### src/rtl/store_queue.sv
// -----------------------------------------------------------------------------
// store_queue
//
// Store path between the MEM stage and data memory. A store request
// (word / half / byte) is turned into a word address, byte enables and
// lane-shifted data, then buffered in a DEPTH-entry circular FIFO. The head
// entry drains to memory over a req/ack handshake. ld_hit flags a load whose
// word address matches any pending store so the hazard unit can stall it.
//
// Optional feature (compile-time macro): STORE_MERGE_EN
//   When defined, an accepted store that hits the word of the youngest (tail)
//   entry merges into it instead of pushing, provided at least two entries
//   are valid. The head is never merged into because it may be in flight.
//
// Store select codes (mirrors the MEM_STORE_* values of const.v):
//   3'd1 word, 3'd2 half, 3'd3 byte; anything else means no store.
//
// Parameters:
//   DEPTH   number of queue entries (power of two, >= 2)
//   ADDR_W  byte-address width
//
// Ports:
//   clk          rising-edge clock
//   reset        synchronous, active-high
//   st_valid     store request this cycle
//   st_sel       store size code
//   st_addr      store byte address
//   st_data      raw register data
//   st_ready     queue can accept a push (count != DEPTH)
//   st_misalign  current store is misaligned (combinational)
//   mem_req      head entry valid
//   mem_addr     head word address, low two bits zero
//   mem_be       head byte enables
//   mem_wdata    head lane-aligned write data
//   mem_ack      memory accepts the head this cycle
//   ld_addr      load address from the MEM stage
//   ld_hit       some valid entry holds the load's word (combinational)
//   empty        count == 0
//   count        number of valid entries
// -----------------------------------------------------------------------------
module store_queue #(
    parameter int DEPTH  = 4,
    parameter int ADDR_W = 32
) (
    input  logic                       clk,
    input  logic                       reset,
    input  logic                       st_valid,
    input  logic [2:0]                 st_sel,
    input  logic [ADDR_W-1:0]          st_addr,
    input  logic [31:0]                st_data,
    output logic                       st_ready,
    output logic                       st_misalign,
    output logic                       mem_req,
    output logic [ADDR_W-1:0]          mem_addr,
    output logic [3:0]                 mem_be,
    output logic [31:0]                mem_wdata,
    input  logic                       mem_ack,
    input  logic [ADDR_W-1:0]          ld_addr,
    output logic                       ld_hit,
    output logic                       empty,
    output logic [$clog2(DEPTH+1)-1:0] count
);

    localparam int PW = $clog2(DEPTH);
    localparam int CW = $clog2(DEPTH+1);
    localparam int WW = ADDR_W - 2;

    localparam logic [2:0] MEM_STORE_WORD = 3'd1;
    localparam logic [2:0] MEM_STORE_HALF = 3'd2;
    localparam logic [2:0] MEM_STORE_BYTE = 3'd3;

    // Clears the byte offset when comparing a full address against a word.
    localparam logic [ADDR_W-1:0] WORD_MASK = {{WW{1'b1}}, 2'b00};

    // Entry storage
    logic [WW-1:0]    r_word  [DEPTH];
    logic [3:0]       r_be    [DEPTH];
    logic [31:0]      r_data  [DEPTH];
    logic [DEPTH-1:0] r_valid;
    logic [PW-1:0]    r_head;
    logic [PW-1:0]    r_tail;
    logic [CW-1:0]    r_count;

    // Request encoding
    logic [1:0]    w_a;
    logic [WW-1:0] w_word;
    logic          w_sel_ok;
    logic          w_bad_align;
    logic [3:0]    w_be;
    logic [31:0]   w_data;
    logic          w_accept;
    logic          w_merge;
    logic          w_push;
    logic          w_pop;

    assign w_a    = st_addr[1:0];
    assign w_word = st_addr[ADDR_W-1:2];

    // NOTE: every signal driven here gets a default first so no path through
    // the case statement leaves it unassigned and infers a latch.
    always_comb begin
        w_sel_ok    = 1'b0;
        w_bad_align = 1'b0;
        w_be        = 4'b0000;
        w_data      = 32'h0;
        case (st_sel)
            MEM_STORE_WORD: begin
                w_sel_ok    = 1'b1;
                w_bad_align = (w_a != 2'b00);
                w_be        = 4'b1111;
                w_data      = st_data;
            end
            MEM_STORE_HALF: begin
                w_sel_ok    = 1'b1;
                w_bad_align = w_a[0];
                w_be        = w_a[1] ? 4'b1100 : 4'b0011;
                w_data      = st_data << {w_a[1], 4'b0000};
            end
            MEM_STORE_BYTE: begin
                w_sel_ok    = 1'b1;
                w_be        = 4'b0001 << w_a;
                w_data      = st_data << {w_a, 3'b000};
            end
            default: ;
        endcase
    end

    assign st_misalign = st_valid && w_bad_align;
    assign w_accept    = st_valid && w_sel_ok && !w_bad_align;

    // st_ready depends on registered state only, so a push into a full queue
    // is rejected even when the head is acked in the same cycle.
    assign st_ready = (r_count != CW'(DEPTH));
    assign empty    = (r_count == '0);
    assign count    = r_count;

`ifdef STORE_MERGE_EN
    logic [PW-1:0] w_tail_last;

    // Youngest entry; count >= 2 guarantees it is not the head.
    assign w_tail_last = r_tail - PW'(1);
    assign w_merge     = w_accept && (r_count >= CW'(2))
                         && (r_word[w_tail_last] == w_word);
`else
    assign w_merge = 1'b0;
`endif

    assign w_push = w_accept && st_ready && !w_merge;
    assign w_pop  = mem_req && mem_ack;

    // Pointers, occupancy and valid bits.
    // NOTE: sequential state uses non-blocking assignments so every register
    // samples the pre-edge values, independent of statement order.
    always_ff @(posedge clk) begin
        if (reset) begin
            r_head  <= '0;
            r_tail  <= '0;
            r_count <= '0;
            r_valid <= '0;
        end else begin
            if (w_push) begin
                r_valid[r_tail] <= 1'b1;
                r_tail          <= r_tail + PW'(1);
            end
            if (w_pop) begin
                r_valid[r_head] <= 1'b0;
                r_head          <= r_head + PW'(1);
            end
            r_count <= r_count + CW'(w_push) - CW'(w_pop);
        end
    end

    // NOTE: payload storage has no reset; an entry is only observed while its
    // valid bit is set, and the outputs are forced to zero when empty.
    always_ff @(posedge clk) begin
        if (w_push) begin
            r_word[r_tail] <= w_word;
            r_be[r_tail]   <= w_be;
            r_data[r_tail] <= w_data;
        end
`ifdef STORE_MERGE_EN
        else if (w_merge) begin
            r_be[w_tail_last] <= r_be[w_tail_last] | w_be;
            for (int i = 0; i < 4; i++) begin
                if (w_be[i]) begin
                    r_data[w_tail_last][8*i +: 8] <= w_data[8*i +: 8];
                end
            end
        end
`endif
    end

    // Memory side: head registers, zeroed while the queue is empty.
    assign mem_req   = !empty;
    assign mem_addr  = mem_req ? {r_word[r_head], 2'b00} : '0;
    assign mem_be    = mem_req ? r_be[r_head]            : 4'b0000;
    assign mem_wdata = mem_req ? r_data[r_head]          : 32'h0;

    // Load hazard: any valid entry on the same word. An entry being popped
    // this cycle is still valid until the edge, so it still reports a hit.
    always_comb begin
        ld_hit = 1'b0;
        for (int i = 0; i < DEPTH; i++) begin
            if (r_valid[i] && ((({r_word[i], 2'b00} ^ ld_addr) & WORD_MASK) == '0)) begin
                ld_hit = 1'b1;
            end
        end
    end

endmodule

### config.mk
export PLATFORM = sky130hd
export DESIGN_NAME = store_queue
export DESIGN_NICKNAME = d
export VERILOG_FILES = /design/src/rtl/store_queue.sv
export SDC_FILE = /design/constraint.sdc
export NUM_CORES = 1
export LEC_CHECK = 0
export CORE_UTILIZATION = 30
export CTS_CLUSTER_SIZE = 25
export DETAILED_ROUTE_END_ITERATION = 8
export PLACE_DENSITY = 0.47
export REMOVE_ABC_BUFFERS = 1
export SYNTH_ARGS = -nofsm -noshare
export SYNTH_HDL_FRONTEND = slang
export SYNTH_SLANG_ARGS = --single-unit
### constraint.sdc
create_clock -name clk -period 6.2 [get_ports clk]
set_clock_uncertainty 0.05 [all_clocks]
set_input_delay 1.24 -clock clk [delete_from_list [all_inputs] [get_ports clk]]
set_output_delay 1.24 -clock clk [all_outputs]
set_load 0.02 [all_outputs]
==> flow_metrics.env, run 1 <==
export IMPL_drt_total_wl_mm=34.5
export IMPL_timing_final_ws_setup_ns=1.27
export IMPL_p_seq_share_pct=35.6
export IMPL_vias_per_cell=4.78
export IMPL_worstSetupPathType="input pin to primary output"
export IMPL_routabilityCongestion=0.828
export IMPL_drcViolationCount=0
export IMPL_use_met1_pct=21.6
export IMPL_power_density_nw_per_um2=386
export IMPL_setup_viol=0
export IMPL_ioPinCount=179
export IMPL_start_util_pct=30.4
export IMPL_worst_ep_required_time_ns=4.91
export IMPL_status="complete, no violations"
export IMPL_cts_buffers=35
export IMPL_seq_area_frac_synth_pct=64.3
export IMPL_start_kind="input pin"
export IMPL_antenna_found_initial=4
export IMPL_grt_pass1_vias=7589
export IMPL_leakage_nw=5.18
export IMPL_clock_sinks=277
export IMPL_placementRows=75
export IMPL_top_usage_layer="met2"
export IMPL_cp_cell_sequence="clkdlybuf4s50_1 > xnor2_1 > nand4_1 > nor4_1 > nand4_1 > nand4_1 > clkdlybuf4s50_1"
export IMPL_maxCapViolCount=0
export IMPL_hold_violations=0
export IMPL_maxSlewViolCount=0
export IMPL_stdcell_area_sq_um=16300
export IMPL_drive_above_1_share_pct=14.9
export IMPL_p_clk_share_pct=34.7
export IMPL_slew_headroom_pct=38.9
export IMPL_path_common_cell="nand4_1"
export IMPL_min_period_ns=4.93
export IMPL_dpl_hpwl_mm=23.0
export IMPL_max_stage_delay_ns=0.62
export IMPL_numPortBuffers=174
export IMPL_ctsResizeCount=0
export IMPL_antenna_left=0
export IMPL_met2_usage_pct=26.4
export IMPL_cts_max_level=2
export IMPL_clk_path_buf_depth=3
export IMPL_overflow=0
export IMPL_wl_per_cell_um=22.7
export IMPL_nFillCells=3940
export IMPL_die_y_um=208
export IMPL_rsz0062_at_grt="no"
export IMPL_hold_class="flip-flop to flip-flop"
export IMPL_hold_depth=1
export IMPL_ir_drop_mv=0.228
export IMPL_period_share_pct=79.6
export IMPL_avgSynthCellArea_sq_um=16.3
export IMPL_timing_hold_ws_ns=0.437
export IMPL_rrSetupSlack_ns=3.14
export IMPL_pre_cts_ws_ns=1.29
export IMPL_yosysWarnings=0
export IMPL_fin_setup_tns_ns=0
export IMPL_switchingPower_w=0.00183
export IMPL_ctsRootBufferMaster="clkbuf_16"
export IMPL_pwr_share_comb_pct=29.8
export IMPL_min_delay_start="r_valid[0]"
export IMPL_p_int_w=0.00446
export IMPL_end_kind="primary output"
export IMPL_synth_cells=779
export IMPL_cts_hold_buf=0
export IMPL_ys_types=42
export IMPL_r2r_start="count[2]"
export IMPL_r2r_end="count[2]"
export IMPL_worst_pin_slew_ns=0.916
export IMPL_netlist_area_sq_um=12700
export IMPL_post_cts_buffers=0
export IMPL_fmax_mhz=203
export IMPL_hold_end="r_valid[0]"
export IMPL_total_power_w=0.00629
export IMPL_fp_dieArea_sq_um=43300
export IMPL_slowest_stage="clkdlybuf4s50_1"
export IMPL_nNetsFinal=1068
export IMPL_path_clk_slew_ns=0.06
export IMPL_tritoncts="done"
export IMPL_areaGrowthSynthToFinish_pct=27.8
export IMPL_crit_fanout=4
export IMPL_drt_iter0_markers=379
export IMPL_track_usage_pct=16.0
export IMPL_r2r_cells=10
export IMPL_core_sq_um=41900
export IMPL_swShare_pct=29.1
export IMPL_die_w_um=208
export IMPL_grt_max_degree=70
export IMPL_first_pass_iters=5
export IMPL_clock_latency_ns=0.51
export IMPL_arrival_ns=3.64
export IMPL_num_vias=7270
export IMPL_grt_first_pass_wirelength_mm=51.2
export IMPL_grtUsageMet3_pct=3.09
export IMPL_ys_ff_latch=277
export IMPL_dpl_cell_area_sq_um=15000
==> power by group through the flow <==
stage / sequential, W / combinational, W / clock, W
6_report: 0.00224 / 0.00187 / 0.00218
5_1_grt: 0.00225 / 0.00200 / 0.00230
4_1_cts: 0.00224 / 0.00193 / 0.00222
3_5_place_dp: 0.00228 / 0.00191 / 0
3_3_place_gp: 0.00228 / 0.00192 / 0
2_1_floorplan: 0.00229 / 0.00101 / 0
==> worst max-delay path: cells and delay by family <==
| kind | cells | cell delay, ns |
|---|---|---|
| buf+inv | 2 | 1.14 |
| simple gates | 4 | 0.93 |
| xor+xnor | 1 | 0.32 |
==> per-layer routing <==
layer	wire length, um	up-vias
met1	15300	3641
met4	725	6
met3	1860	49
met2	16600	237
li1	-	3337
met5	32	-
==> sequential cells by signal, summed over array words and instances (netlist names), named ones only <==
signal	count
count	3
r_tail	2
r_data	128
r_valid	4
r_be	16
r_head	2
r_word	120
==> worst max-delay path by stage <==
stage,from,end,slack [ns]
finish,ld_addr[21],ld_hit,1.27
global route,ld_addr[25],ld_hit,1.20
CTS,ld_addr[25],ld_hit,1.28
detailed placement,ld_addr[25],ld_hit,1.29
global placement,ld_addr[25],ld_hit,1.27
floorplan,flip-flop,mem_addr[10],1.23
==> synthesized netlist by cell type (all sizes together) <==
cell type | count | area share, %
edfxtp | 264 | 62
and2 | 79 | 3.9
xnor2 | 79 | 5.4
mux4 | 66 | 12
xor2 | 45 | 3.1
clkbuf | 27 | 0.80
nand4 | 25 | 1.2
buf | 22 | 1.2
o21ai | 22 | 0.86
nand2 | 16 | 0.47
nor4 | 16 | 0.79
mux2i | 15 | 1.2
dfxtp | 13 | 2.0
nor2 | 12 | 0.35
a21oi | 11 | 0.43
a22o | 10 | 0.69
ha | 10 | 0.98
inv | 10 | 0.29
nand3 | 10 | 0.39
a22oi | 6 | 0.35
o21a | 4 | 0.24
nand2b | 2 | 0.098
nor2b | 2 | 0.16
nor3 | 2 | 0.12
o21bai | 2 | 0.21
a211o | 1 | 0.069
a21o | 1 | 0.059
a221o | 1 | 0.079
a221oi | 1 | 0.12
a31oi | 1 | 0.049
and2b | 1 | 0.079
conb | 1 | 0.029
fa | 1 | 0.16
or3 | 1 | 0.088
==> stage by stage <==
step                      util (%)  cells
final                         38.9   1520
after global routing          38.9   1520
after CTS                     38.9   1519
after detailed placement      35.9   1456
after global placement        35.9   1456
after floorplan                  -    731
==> area by class of cell <==
type                       instances  area [sq um]  area share, %
sequential                       277          8200           50.4
multi-input combinational        444          4260           26.2
timing repair buffer             186          1840           11.3
clock buffer                      43           968           5.95
tap                              539           674           4.15
clock inverter                    20           279           1.72
inverter                          10          37.5          0.231
antenna                            1          2.50         0.0154
==> layout by cell type, fill, tap and decap left out, types with 2 or more instances in the layout <==
cell,netlist,final
mux2i_1,15,15
a22o_1,10,10
xnor2_1,79,79
clkinvlp_4,0,3
nor4_1,16,16
bufinv_16,0,7
ha_1,10,10
and2_4,0,4
dfxtp_4,0,2
dfxtp_1,13,11
clkbuf_16,0,37
o21a_1,4,4
mux4_2,66,66
edfxtp_1,264,264
clkbuf_8,0,2
nand3_1,10,10
o21ai_0,21,21
xor2_1,45,45
nand4_1,25,25
conb_1,1,2
inv_1,10,10
clkinv_2,0,7
nand2b_1,2,2
clkdlybuf4s50_1,0,174
a22oi_1,6,6
clkbuf_1,27,4
nor2_1,12,12
a21oi_1,11,11
clkinv_1,0,3
and2_1,79,75
nand2_1,16,16
buf_4,6,11
==> cell families (layout without fill, tap and decap cells) <==
group                      count (synthesis)  in the layout  share of synthesized area (%)
DFF                                      277            277                           64.3
and+or+nand+nor                          166            166                           7.66
xor gates and xnor gates                 124            124                           8.53
muxes                                     81             81                           12.9
AOI/OAI and AO/OA                         60             60                           3.16
buffers and inverters                     59            259                           2.30
adders and majority gates                 11             11                           1.14
other                                      1              3                         0.0295
(Power assumes the default switching activity.)
==> run 2, diff against run 1 <==
Clock period 6.2 ns to 4.77 ns, I/O delays scaled along.
==> flow_metrics.env, run 2 (synthesis gave the netlist of run 1 again) <==
export IMPL_max_stage_delay_ns=0.62
export IMPL_antenna_left=0
export IMPL_rrSetupSlack_ns=1.67
export IMPL_first_pass_iters=5
export IMPL_swShare_pct=30.2
export IMPL_p_clk_share_pct=30.7
export IMPL_core_sq_um=41900
export IMPL_start_kind="input pin"
export IMPL_ioPinCount=179
export IMPL_period_share_pct=91.1
export IMPL_wl_per_cell_um=22.7
export IMPL_cts_buffers=34
export IMPL_hold_violations=0
export IMPL_largest_reg_flops=128
export IMPL_fp_dieArea_sq_um=43300
export IMPL_worst_pin_slew_ns=0.818
export IMPL_r2r_start="count[1]"
export IMPL_start_util_pct=30.4
export IMPL_slew_headroom_pct=45.5
export IMPL_maxCapViolCount=0
export IMPL_clock_sinks=277
export IMPL_layout_commonest_cell="edfxtp_1"
export IMPL_p_int_w=0.00538
export IMPL_clock_latency_ns=0.51
export IMPL_ctsResizeCount=0
export IMPL_endpoint="ld_hit"
export IMPL_setup_viol=0
export IMPL_status="complete, no violations"
export IMPL_path_common_cell="nand4_1"
export IMPL_pwr_share_comb_pct=32.2
export IMPL_die_y_um=208
export IMPL_grt_pass1_vias=7788
export IMPL_timing_final_ws_setup_ns=0.423
export IMPL_ctsRootBufferMaster="clkbuf_16"
export IMPL_arrival_ns=3.34
export IMPL_maxSlewViolCount=0
export IMPL_antenna_found_initial=3
export IMPL_ir_drop_mv=0.289
export IMPL_slowest_stage="clkdlybuf4s50_1"
export IMPL_drt_iter0_markers=364
export IMPL_pre_cts_ws_ns=0.450
export IMPL_die_w_um=208
export IMPL_path_clk_slew_ns=0.05
export IMPL_drive_above_1_share_pct=14.2
export IMPL_fin_setup_tns_ns=0
export IMPL_worstSetupPathType="input pin to primary output"
export IMPL_r2r_end="count[2]"
export IMPL_grt_first_pass_wirelength_mm=51.4
export IMPL_track_usage_pct=16.0
export IMPL_regMostFlops="r_data"
export IMPL_numPortBuffers=174
export IMPL_switchingPower_w=0.00233
export IMPL_nFillCells=3994
export IMPL_areaGrowthSynthToFinish_pct=26.6
export IMPL_grt_max_degree=70
export IMPL_nNetsFinal=1071
export IMPL_crit_fanout=4
export IMPL_min_period_ns=4.35
export IMPL_p_seq_share_pct=37.1
export IMPL_post_cts_buffers=0
export IMPL_dpl_hpwl_mm=23.2
export IMPL_num_vias=7328
export IMPL_placementRows=75
export IMPL_cp_startpoint="ld_addr[16]"
export IMPL_clk_path_buf_depth=3
export IMPL_cts_max_level=2
export IMPL_worst_ep_required_time_ns=3.77
export IMPL_final_cell_mix="264 x edfxtp_1, 174 x clkdlybuf4s50_1, 79 x xnor2_1"
export IMPL_drt_total_wl_mm=34.4
export IMPL_leakage_nw=5.10
export IMPL_cts_hold_buf=0
export IMPL_tritoncts="done"
export IMPL_overflow=0
export IMPL_r2r_cells=10
export IMPL_hold_class="flip-flop to flip-flop"
export IMPL_reg_largest_list="r_data x128, r_word x120, r_be x16"
export IMPL_vias_per_cell=4.82
export IMPL_drcViolationCount=0
export IMPL_rsz0062_at_grt="no"
export IMPL_power_density_nw_per_um2=478
export IMPL_end_kind="primary output"
export IMPL_fmax_mhz=230
export IMPL_cp_cell_sequence="clkdlybuf4s50_1 > xnor2_1 > nand4_1 > nor4_1 > nand4_1 > nand4_1 > clkdlybuf4s50_1"
export IMPL_routabilityCongestion=0.805
-- run 2: through the flow --
| step | total power (W) | std cells | util, % | cell area, sq um | hold WS [ns] |
|---|---|---|---|---|---|
| 2_1_floorplan | 0.00429 | 731 | - | 12500 | 0.390 |
| 6_report | 0.00771 | 1520 | 38.5 | 16100 | 0.439 |
| 4_1_cts | 0.00785 | 1519 | 38.5 | 16100 | 0.449 |
| 5_1_grt | 0.00805 | 1520 | 38.5 | 16100 | 0.475 |
| 3_5_place_dp | 0.00546 | 1460 | 36.1 | 15100 | 0.433 |
| 3_3_place_gp | 0.00547 | 1460 | 36.1 | 15100 | 0.404 |
-- run 2: worst min-delay path by stage --
| stage | start | to | slack [ns] | cells after the start |
|---|---|---|---|---|
| detailed placement | r_valid[3] | r_valid[3] | 0.43 | 1 |
| CTS | r_valid[3] | r_valid[3] | 0.45 | 1 |
| finish | r_valid[0] | r_valid[0] | 0.44 | 1 |
| floorplan | r_valid[0] | r_valid[0] | 0.39 | 1 |
| global route | r_valid[1] | r_valid[1] | 0.47 | 1 |
| global placement | r_valid[3] | r_valid[3] | 0.40 | 1 |
-- run 2: power by group through the flow --
stage          registers, W  logic, W  clock network [W]
3_3_place_gp        0.00292   0.00255                  0
5_1_grt             0.00288   0.00266            0.00251
6_report            0.00286   0.00249            0.00236
4_1_cts             0.00287   0.00256            0.00243
3_5_place_dp        0.00292   0.00254                  0
2_1_floorplan       0.00297   0.00132                  0
-- run 2: per-layer routing --
metal / part of all wire, % / global-route usage (%) / vias up
met1: 45 / 21.3 / 3751
met4: 2.3 / 4.50 / 4
met5: 0.078 / 0 / -
met3: 4.4 / 2.76 / 48
met2: 48 / 26.8 / 193
li1: - / - / 3332
-- run 2: layout make-up --
cell class | instances | area [sq um] | share of cell area [%]
sequential | 277 | 8200 | 50.8
tap | 539 | 674 | 4.18
multi-input combinational | 444 | 4260 | 26.4
timing repair buffer | 190 | 1940 | 12.0
clock buffer | 44 | 910 | 5.64
inverter | 10 | 37.5 | 0.233
clock inverter | 15 | 103 | 0.636
antenna | 1 | 2.50 | 0.0155
-- run 2: worst max-delay path, delay by kind of cell --
kind          cells  cell delay [ns]
buf+inv           2             1.23
simple gates      4             0.86
xor+xnor          1             0.31
==> variant: new RTL, settings of run 1 <==
Register the output `count` once more, with the module's reset; this adds one clock of latency there. The other outputs are not delayed to match.
--- a/src/rtl/store_queue.sv
+++ b/src/rtl/store_queue.sv
@@ -134,3 +134,9 @@
     assign empty    = (r_count == '0);
-    assign count    = r_count;
+    always_ff @(posedge clk) begin
+        if (reset) begin
+            count <= '0;
+        end else begin
+            count <= r_count;
+        end
+    end
 
Formal check against the unedited RTL: not equivalent (a bounded check fails within 4 cycles, from zero or initial values and one cycle with reset high).
==> variant against run 1 <==
- setup slack worse by 0.14 ns
- sequential share of layout area up 0.66 points
- design area down 0.58%
- critical path depth unchanged
- synthesized cell count up 1.5%
- routed wire length down 1.1%
- sequential cell count up 3
- area after synthesis up 0.82%
- total power down 5.1%
==> variant: results (changes against run 1) <==
** Outcome
- Status :: finished, final reports clean

** Worst hold path
- In this run the most critical hold path is launched from r_valid[2].
- The path with the worst hold slack has its endpoint at r_valid[2].

** Placement
- The half-perimeter wire length after placement came to 22.4 mm (-2.8%).
- Final weighted congestion in routability-driven placement :: 0.778 (-6.0%)
- DP Area :: 0.0151 mm2 (+0.73%)
- Number of placed instances, taps included :: 1465 (+0.62%)
- The setup slack at placement came to 1.21 ns (-0.0778 ns).

** Logic synthesis
- The sequential cell area fraction in the yosys report was 0.643 (about the same).
- Synthesized-area fraction occupied by xor and xnor cells :: 0.0846 (-0.000691)
- Mux contribution to synthesized area :: 0.126 (-0.00260)
- Number of cells produced by synthesis :: 791 (+1.5%)
- Number of distinct library cell variants in the gate-level netlist after synthesis :: 44 (+4.8%)
- By area the synthesized netlist is led by sky130_fd_sc_hd__edfxtp_1 62%, sky130_fd_sc_hd__mux4_2 12%, sky130_fd_sc_hd__xnor2_1 5.4%, sky130_fd_sc_hd__and2_1 3.9%, sky130_fd_sc_hd__xor2_1 3.1%.

** Clock tree
- The total clock buffers created by CTS was 34 (-2.9%).

** Cells and area
- Total Nets Final :: 1076 (+0.75%)
- The fraction of final layout cells sized beyond drive strength 1 came to 0.143 (-0.00627).
- Final non-filler cell area :: 0.0162 mm2 (-0.58%)

** STA
- The worst hold slack after final layout came to 0.419 ns (-0.0177 ns).
- Relative slew margins :: 0.302 (-0.0867)

** Route
- The violation count after the first detailed-route iteration came to 371 (-2.1%).
- The total routed wirelength is 34.1 mm (-1.1%).
- Via total after detailed routing :: 7318 (+0.66%)
- Met3 wire len :: 1.56 mm (-16%)
- Via/cell ratio :: 4.79 (+0.20%)
- The met2 wire length came to 16.2 mm (-2.1%).

** Power
- Static leakage power :: 5.15 nW (-0.59%)

** Global routing
- Met2 layer usage reported by global route :: 0.260 (-0.00372)
- The initial antenna violation count came to 1 (-3).
- Global-route track usage on met1 :: 0.212 (-0.00384)
- The met3 capacity usage during global routing came to 0.0277 (-0.00329).
- Global Route Usage Sum :: 0.159 (-0.000891)

** Worst setup path
- The worst register-to-register path begins at r_count[2].
- Critical R2R Capture :: r_count[2]
variant: cell type report:
type	instances	share of cell area
inverters	10	0.00232
repair buffers	186	0.114
well taps	539	0.0417
clock buffers	45	0.0597
clock inverters	17	0.00495
flip-flops and latches	280	0.511
multi-input cells	450	0.267
variant: power breakdown:
| group | internal (mW) | switching [mW] |
|---|---|---|
| Sequential | 2.14 | 0.122 |
| Combinational | 0.944 | 0.915 |
| Clock | 1.10 | 0.754 |
variant: worst max path at each step:
stage               slack [ns]  cells past startpoint           end        start
finish                    1.13                      7        ld_hit  ld_addr[17]
global route              1.08                      7        ld_hit  ld_addr[17]
CTS                       1.19                      7        ld_hit  ld_addr[17]
detailed placement        1.21                      7        ld_hit  ld_addr[17]
global placement          1.17                      7        ld_hit  ld_addr[17]
floorplan                 1.23                      2  mem_addr[10]    flip-flop
variant: worst max-delay path, delay by kind of cell:
family / cells / cell delay, ns
buf+inv: 2 / 1.16
simple gates: 4 / 0.92
xor+xnor: 1 / 0.47
